**src/rtl/alu_pkg.sv**
```systemverilog
`default_nettype none
// ============================================================================
//  Module      : alu_pkg
//  Description : Shared definitions for the shared-ALU arbiter: default
//                datapath width, logic-ALU opcode values and the arbiter
//                state encoding.
//  Revision    : 1.0 - initial release
// ============================================================================
package alu_pkg;

    // Default operand/result width of the shared ALU.
    localparam int WIDTH_DEFAULT = 8;

    // Legal opcodes; every other 3-bit code is reported as illegal.
    localparam logic [2:0] OP_NOT = 3'b000;
    localparam logic [2:0] OP_AND = 3'b001;
    localparam logic [2:0] OP_OR  = 3'b010;
    localparam logic [2:0] OP_XOR = 3'b100;

    // Arbiter sequencing states.
    typedef enum logic [1:0] {
        ST_IDLE = 2'd0,
        ST_EXEC = 2'd1,
        ST_DONE = 2'd2
    } state_t;

endpackage : alu_pkg
`default_nettype wire

```
**src/rtl/alu_core.sv**
```systemverilog
`default_nettype none
// ============================================================================
//  Module      : alu_core
//  Description : Purely combinational 8-bit logic ALU (NOT/AND/OR/XOR).
//                Unknown opcodes produce zero and raise 'illegal'.
//  Ports       : a, b     - operands
//                op       - 3-bit opcode
//                y        - result
//                illegal  - high when op is not a recognised opcode
//  Revision    : 1.0 - initial release
// ============================================================================
module alu_core
    import alu_pkg::*;
#(
    parameter int WIDTH = WIDTH_DEFAULT
) (
    input  logic [WIDTH-1:0] a,
    input  logic [WIDTH-1:0] b,
    input  logic [2:0]       op,
    output logic [WIDTH-1:0] y,
    output logic             illegal
);

    always_comb begin
        y       = '0;
        illegal = 1'b0;
        case (op)
            OP_NOT:  y = ~a;
            OP_AND:  y = a & b;
            OP_OR:   y = a | b;
            OP_XOR:  y = a ^ b;
            default: illegal = 1'b1;
        endcase
    end

endmodule : alu_core
`default_nettype wire

```
**src/rtl/alu_share_arbiter.sv**
```systemverilog
`default_nettype none
// ============================================================================
//  Module      : alu_share_arbiter
//  Description : Round-robin arbiter/sequencer sharing one logic ALU between
//                two requesters. IDLE grants a requester and latches its
//                operands, EXEC loads the registered result, DONE pulses the
//                winner's done for one cycle.
//  Ports       : clk, reset          - clock, async active-high reset
//                req0/req1           - level requests
//                a0,b0,op0/a1,b1,op1 - per-requester operands and opcode
//                gnt                 - one-hot grant (high during EXEC)
//                done0/done1         - one-cycle completion pulses
//                result, err         - registered ALU result and illegal flag
//                busy                - high in EXEC and DONE
//  Revision    : 1.0 - initial release
// ============================================================================
module alu_share_arbiter
    import alu_pkg::*;
#(
    parameter int WIDTH = WIDTH_DEFAULT
) (
    input  logic             clk,
    input  logic             reset,
    input  logic             req0,
    input  logic             req1,
    input  logic [WIDTH-1:0] a0,
    input  logic [WIDTH-1:0] b0,
    input  logic [2:0]       op0,
    input  logic [WIDTH-1:0] a1,
    input  logic [WIDTH-1:0] b1,
    input  logic [2:0]       op1,
    output logic [1:0]       gnt,
    output logic             done0,
    output logic             done1,
    output logic [WIDTH-1:0] result,
    output logic             err,
    output logic             busy
);

    state_t             state_q, state_d;
    logic               sel_q;      // requester currently being served
    logic               ptr_q;      // requester favoured on a tie
    logic [WIDTH-1:0]   a_q, b_q;
    logic [2:0]         op_q;
    logic [WIDTH-1:0]   result_q;
    logic               err_q;

    logic               grant_w;
    logic               win_w;
    logic [WIDTH-1:0]   alu_y_w;
    logic               alu_illegal_w;

    // ALU only ever sees the latched operands, so requester-side changes
    // after the grant cannot disturb the operation in flight.
    alu_core #(.WIDTH(WIDTH)) u_alu_core (
        .a       (a_q),
        .b       (b_q),
        .op      (op_q),
        .y       (alu_y_w),
        .illegal (alu_illegal_w)
    );

    // State and datapath registers.
    always_ff @(posedge clk or posedge reset) begin
        if (reset) begin
            state_q  <= ST_IDLE;
            sel_q    <= 1'b0;
            ptr_q    <= 1'b0;
            a_q      <= '0;
            b_q      <= '0;
            op_q     <= '0;
            result_q <= '0;
            err_q    <= 1'b0;
        end else begin
            state_q <= state_d;
            if (grant_w) begin
                sel_q <= win_w;
                a_q   <= win_w ? a1  : a0;
                b_q   <= win_w ? b1  : b0;
                op_q  <= win_w ? op1 : op0;
            end
            if (state_q == ST_EXEC) begin
                result_q <= alu_y_w;
                err_q    <= alu_illegal_w;
                ptr_q    <= ~sel_q;   // other side wins the next tie
            end
        end
    end

    // Next-state and winner selection.
    always_comb begin
        state_d = state_q;
        grant_w = 1'b0;
        win_w   = 1'b0;
        case (state_q)
            ST_IDLE: begin
                if (req0 || req1) begin
                    grant_w = 1'b1;
                    win_w   = (req0 && req1) ? ptr_q : req1;
                    state_d = ST_EXEC;
                end
            end
            ST_EXEC: state_d = ST_DONE;
            ST_DONE: state_d = ST_IDLE;   // requests ignored here
            default: state_d = ST_IDLE;
        endcase
    end

    // Outputs decoded from registered state only.
    always_comb begin
        gnt   = 2'b00;
        done0 = 1'b0;
        done1 = 1'b0;
        busy  = 1'b0;
        case (state_q)
            ST_EXEC: begin
                gnt  = sel_q ? 2'b10 : 2'b01;
                busy = 1'b1;
            end
            ST_DONE: begin
                done0 = ~sel_q;
                done1 = sel_q;
                busy  = 1'b1;
            end
            default: ;
        endcase
    end

    assign result = result_q;
    assign err    = err_q;

endmodule : alu_share_arbiter
`default_nettype wire

```
**config.mk**
```make
export PLATFORM = sky130hd
export DESIGN_NAME = alu_share_arbiter
export DESIGN_NICKNAME = d
export VERILOG_FILES = /design/src/rtl/alu_pkg.sv /design/src/rtl/alu_core.sv /design/src/rtl/alu_share_arbiter.sv
export SDC_FILE = /design/constraint.sdc
export NUM_CORES = 1
export LEC_CHECK = 0
export ABC_AREA = 1
export CAP_MARGIN = 20
export CORE_ASPECT_RATIO = 1.4
export CORE_MARGIN = 4
export CORE_UTILIZATION = 44
export CTS_CLUSTER_SIZE = 8
export DETAILED_ROUTE_END_ITERATION = 10
export GPL_TIMING_DRIVEN = 0
export PLACE_DENSITY = 0.88
export SETUP_SLACK_MARGIN = 0.2
export SYNTH_ARGS = -nofsm -noshare
export SYNTH_HDL_FRONTEND = slang
export SYNTH_SLANG_ARGS = --single-unit
```
**constraint.sdc**
```tcl
create_clock -name clk -period 1.5 [get_ports clk]
set_input_delay 0.375 -clock clk [delete_from_list [all_inputs] [get_ports clk]]
set_output_delay 0.375 -clock clk [all_outputs]
set_load 0.1 [all_outputs]
```
; ---- After elaboration in Yosys (flattened, before gate mapping)
; Cells that the tools add are included.
[word_totals]
register_bits = 32
in_bits = 42
out_inout_bits = 14
elab_cells = 42
[classes]
n_eq_ne = 6
n_mux = 17
bitwise = 5
n_reduce_logical = 6
[op_table]
columns = op, count
row1 = 8-bit one-hot mux with 4 select lines, 1
row2 = 8-bit two-way mux, 2
row3 = 1-bit two-way mux, 9
row4 = 8-bit AND, 1
row5 = 8-bit inverter, 1
row6 = 8-bit OR, 1
row7 = 8-bit bitwise XOR, 1
row8 = 2-bit two-way mux, 3
row9 = 2-bit one-hot mux with 2 select lines, 1
row10 = 4-bit OR reduction, 1
row11 = "3-bit by 1-bit equality test with 1-bit output, second input constant", 1
row12 = "3-bit by 2-bit equality test with 1-bit output, second input constant", 1
row13 = "3-bit equality test, second input constant", 1
row14 = 3-bit zero test, 1
row15 = 3-bit two-way mux, 1
row16 = "2-bit by 1-bit equality test with 1-bit output, second input constant", 1
row17 = "2-bit equality test, second input constant", 1
row18 = 2-bit zero test, 1
row19 = "2-bit != test, second input constant", 1
row20 = 2-bit OR reduction, 1
row21 = 1-bit logical AND, 1
row22 = 1-bit logical OR, 1
row23 = 1-bit inverter, 1

; ---- Depth between registers and ports, before layout
[logic_depth]
word_depth = 5
mapped_depth = 8

; ---- Modules after synthesis
; From an unflattened synthesis, not the netlist that was laid out.
[hier_totals]
cells_unflattened = 358
hier_area_um2 = 2484.9
[by_module_without_submodules]
columns = module, n_inst, cells_each, area_per_inst_um2, seq_area_each_um2
row1 = alu_share_arbiter, 1, 235, 1788.0, 800.8
row2 = alu_core, 1, 123, 696.9, 0.0

; ---- Least setup slack after synthesis
; No wires, ideal clock.
[synth_timing]
path_kind = reg-to-output
startpoint = reg state_q[1]
endpoint = out gnt[0]
arrival_ns = 2.117
required_time_ns = 1.125
slack_ns = -0.992
stages_incl_launch_ff = 6
path_buffers = 1
cell_sequence = dfrtp_1 > inv_1 > ha_1 > inv_1 > clkbuf_1 > nor2_1
[synth_between]
elab_chain_cells = 2
[synth_lines]
columns = element, line
row1 = start: declaration, alu_share_arbiter.sv:40  ; state_t state_q, state_d;
row2 = start signal: assignment, alu_share_arbiter.sv:75  ; state_q <= state_d;
row3 = 2-bit by 1-bit equality test with 1-bit output, alu_share_arbiter.sv:115  ; case (state_q)
row4 = 2-bit two-way mux, alu_share_arbiter.sv:115
row5 = end: declaration, alu_share_arbiter.sv:32  ; output logic [1:0] gnt,
; Every way passes these cells.

; ---- Worst setup path in the final report
; Same ends and word-level chain as after synthesis.

==> results_tabular.tex <==
\begin{tabular}{lr}
\hline
Metric & Value \\
\hline
\multicolumn{2}{l}{\textbf{Run status}} \\
Status & complete, but fails checks \\
Violated checks & setup timing \\
\multicolumn{2}{l}{\textbf{Finish}} \\
Ant. Diodes & 0 \\
Final cell count without fillers & 424 \\
Area delta synth->final & 64.0\% \\
Final layout net count & 426 \\
Fraction of layout cells with a size suffix above 1 & 32.0\% \\
\multicolumn{2}{l}{\textbf{GRT}} \\
Initial antenna violation count & 0 \\
Via count of the first global-routing pass & 1963 \\
Final global-route overflow total & 0 \\
Pin count of the biggest net entering global routing & 19 \\
Global router's overall resource usage & 19.7\% \\
First-pass GRT wire length & 8940 um \\
\multicolumn{2}{l}{\textbf{Placed design}} \\
Weighted congestion at the end of routability-driven global placement & 0.872 \\
Number of buffer cells added on primary ports & 55 \\
Placed cell count & 392 \\
Final HPWL DP & 3900 um \\
\multicolumn{2}{l}{\textbf{Logic synthesis}} \\
Largest cells by area after synthesis & sky130\_fd\_sc\_hd\_\_dfrtp\_1, sky130\_fd\_sc\_hd\_\_ha\_1, sky130\_fd\_sc\_hd\_\_nand2\_1, sky130\_fd\_sc\_hd\_\_a21oi\_1, sky130\_fd\_sc\_hd\_\_nand3\_1 \\
Synth async-reset ratio & 100\% \\
Area leader, netlist & sky130\_fd\_sc\_hd\_\_dfrtp\_1 \\
Commonest cells in the netlist & sky130\_fd\_sc\_hd\_\_nand2\_1, sky130\_fd\_sc\_hd\_\_a21oi\_1, sky130\_fd\_sc\_hd\_\_inv\_1 \\
Post-Syn Area per Cell & 7.54 sq um \\
Synth Register Bits & 32 \\
Number of library cell types mapped by synthesis & 19 \\
Leading register cell type out of synthesis & sky130\_fd\_sc\_hd\_\_dfrtp\_1 \\
Leading cell type by number of instances after synthesis & sky130\_fd\_sc\_hd\_\_nand2\_1 \\
Cell area after technology mapping & 2070 sq um \\
Synth Instances & 274 \\
Proportion of synthesized chip area in sequential cells & 38.7\% \\
Synth warnings & 0 \\
Mapped Nets & 336 \\
Yosys top cell area share & 38.7\% \\
Number of enable flip-flop cells after synthesis & 0 \\
\multicolumn{2}{l}{\textbf{Clock tree}} \\
Clock-pin transition on the worst setup and hold timing paths & 0.06 ns \\
Clock latency on the worst-skew pair & 0.28 ns \\
CTS tree & done \\
Maximum buffer depth of the clock tree & 2 \\
CTS root buf & sky130\_fd\_sc\_hd\_\_clkbuf\_8 \\
Clock buffers created by TritonCTS & 5 \\
H-Tree Level Count & 2 \\
Sink count of the clock tree & 32 \\
\multicolumn{2}{l}{\textbf{Drt}} \\
Detail-routed via count per cell & 5.49 \\
Final antenna-violating net count & 0 \\
Initial drt markers & 146 \\
DR DRC count & 0 \\
Detailed-route via count & 2327 \\
Iteration count of the initial detailed-routing pass & 4 \\
Final WL & 6910 um \\
Detail-routed net length per standard cell & 16.3 um \\
\multicolumn{2}{l}{\textbf{Floorplan}} \\
Standard cell core area & 4540 sq um \\
Floorplan die width & 65.9 um \\
Area of the die & 5870 sq um \\
Effective utilization at floorplan & 45.6\% \\
Placement Rows & 29 \\
Number of ports placed on the die boundary & 56 \\
Vertical die dimension & 89.1 um \\
\multicolumn{2}{l}{\textbf{Timing}} \\
Transition time of the tightest slew-check pin & 0.629 ns \\
Achievable frequency & 571 MHz \\
Unrepaired setup endpoints after global routing & yes \\
Final Skew & 0.00643 ns \\
Worst slew slack as a fraction of its limit & 58.0\% \\
Crit share post-route & 117\% \\
Final critical delay including setup and external delays & 1.75 ns \\
Minimum setup slack in the final design & -0.250 ns \\
Final count of pins violating max slew & 0 \\
Final worst hold slack & 0.473 ns \\
Final Hold Viols & 0 \\
Setup-failing EPs final & 25 \\
\multicolumn{2}{l}{\textbf{Power and ir drop}} \\
P\_sw & 3.90 mW \\
Internal power consumption & 3.66 mW \\
Leakage power & 1.61 nW \\
Max rail drop VDD & 0.00123 V \\
Power density relative to cell area & 2230 nW/um\^{}2 \\
Comb pwr share & 69.7\% \\
Relative contribution of sequential cells to total power & 22.5\% \\
Clock group share of total power & 7.8\% \\
Switching share of total power & 51.6\% \\
Power consumption & 7.56 mW \\
\multicolumn{2}{l}{\textbf{Critical path}} \\
Worst-path fanout max & 4 \\
Class of the most critical setup path & register to output pin \\
Crit. End Element & output pin \\
Startpoint class of the critical path & register \\
Worst path arrival time & 1.38 ns \\
Required time of the worst setup path & 1.12 ns \\
\multicolumn{2}{l}{\textbf{Job}} \\
\# Max-Cap Violations & 0 \\
\multicolumn{2}{l}{\textbf{Min path}} \\
Min-delay worst type & input port to asynchronous set/reset pin \\
\hline
\end{tabular}
## critical path: stages (launching register included)
cell and delay (ns):
sky130_fd_sc_hd__dfrtp_1 0.40, sky130_fd_sc_hd__inv_2 0.11, sky130_fd_sc_hd__ha_4 0.16, sky130_fd_sc_hd__inv_2 0.05, sky130_fd_sc_hd__buf_8 0.11, sky130_fd_sc_hd__nor2_4 0.09, sky130_fd_sc_hd__buf_12 0.18
## final timing paths
kind	startpoint	end	slack [ns]	cells past startpoint
min in group clk	result[5]$_DFFE_PP0N_	result[5]$_DFFE_PP0N_	0.51	2
max in group asynchronous	reset	b_q[1]$_DFFE_PP0P_	0.50	3
hold / removal	reset	ptr_q$_DFFE_PP0N_	0.47	2
setup / recovery	state_q[1]$_DFFE_PP0P_	gnt[0]	-0.25	6
hold reg to reg	result[5]$_DFFE_PP0N_	result[5]$_DFFE_PP0N_	0.51	2
setup reg to reg	state_q[1]$_DFFE_PP0P_	a_q[1]$_DFFE_PP0P_	-0.13	8
## layout make-up
class	instances	area [sq um]
inverter	37	151
tap	62	77.6
multi-input combinational	193	1270
timing repair buffer	82	876
sequential	32	802
fill	288	1150
clock buffer	5	68.8
buffer	13	146
## cell usage in the layout, fill, tap and decap left out, drive strengths merged
master,n
a21oi,43
inv,35
buf,51
clkbuf,8
nand3,33
dfrtp,32
a31oi,1
o21ai,8
clkinvlp,2
clkdlybuf4s50,41
ha,20
nand2,61
nor2,27
## power groups by stage
stage | sequential [mW] | combinational [mW] | clock (mW)
global route | 1.73 | 5.63 | 0.625
detailed placement | 1.63 | 3.69 | 0
finish | 1.70 | 5.27 | 0.589
floorplan | 2.06 | 2.36 | 0
global placement | 1.61 | 3.58 | 0
CTS | 1.64 | 4.11 | 0.591
## per-stage QoR
| step | utilization (%) | instance area, sq um | TNS [ns] | setup slack, ns |
|---|---|---|---|---|
| after global routing | 74.7 | 3390 | -3.95 | -0.310 |
| after CTS | 65.8 | 2980 | -1.26 | -0.245 |
| after floorplan | - | 2120 | -0.409 | -0.140 |
| final | 74.7 | 3390 | -2.67 | -0.250 |
| after detailed placement | 61.3 | 2780 | -11.52 | -0.959 |
| after global placement | 60.7 | 2750 | -20.13 | -0.948 |
## kinds of logic (layout without fill, tap and decap cells)
kind of cell	count (synthesis)	after routing	synth area share (%)
AO/OA/AOI/OAI	52	52	13.2
adder cells (fa/ha/maj)	20	20	12.1
buffers and inverters	50	137	10.7
AND/OR/NAND/NOR	120	121	25.2
flip-flops	32	32	38.7
## sequential cells by signal (all words and copies together) (netlist names)
register / cells
ptr_q: 1
state_q: 2
err: 1
a_q: 8
sel_q: 1
result: 8
b_q: 8
op_q: 3
## repair_timing
action / CTS / global route
gates resized for setup: 116 / 73
pin swaps: 2 / 15
setup endpoints to repair: 41 / 36
hold buffers: 0 / 0
buffers inserted: 7 / 14
cloned: 0 / 6
## per-layer routing
metal	routed length, um	vias to the layer above	part of all wire, %	global-route usage [%]
li1	-	1064	-	-
met1	2380	1117	34	23.0
met2	3830	120	55	35.0
met3	453	26	6.6	4.53
met4	251	0	3.6	6.79
met5	0	-	0	0
Power figures use the tool's default switching activity.
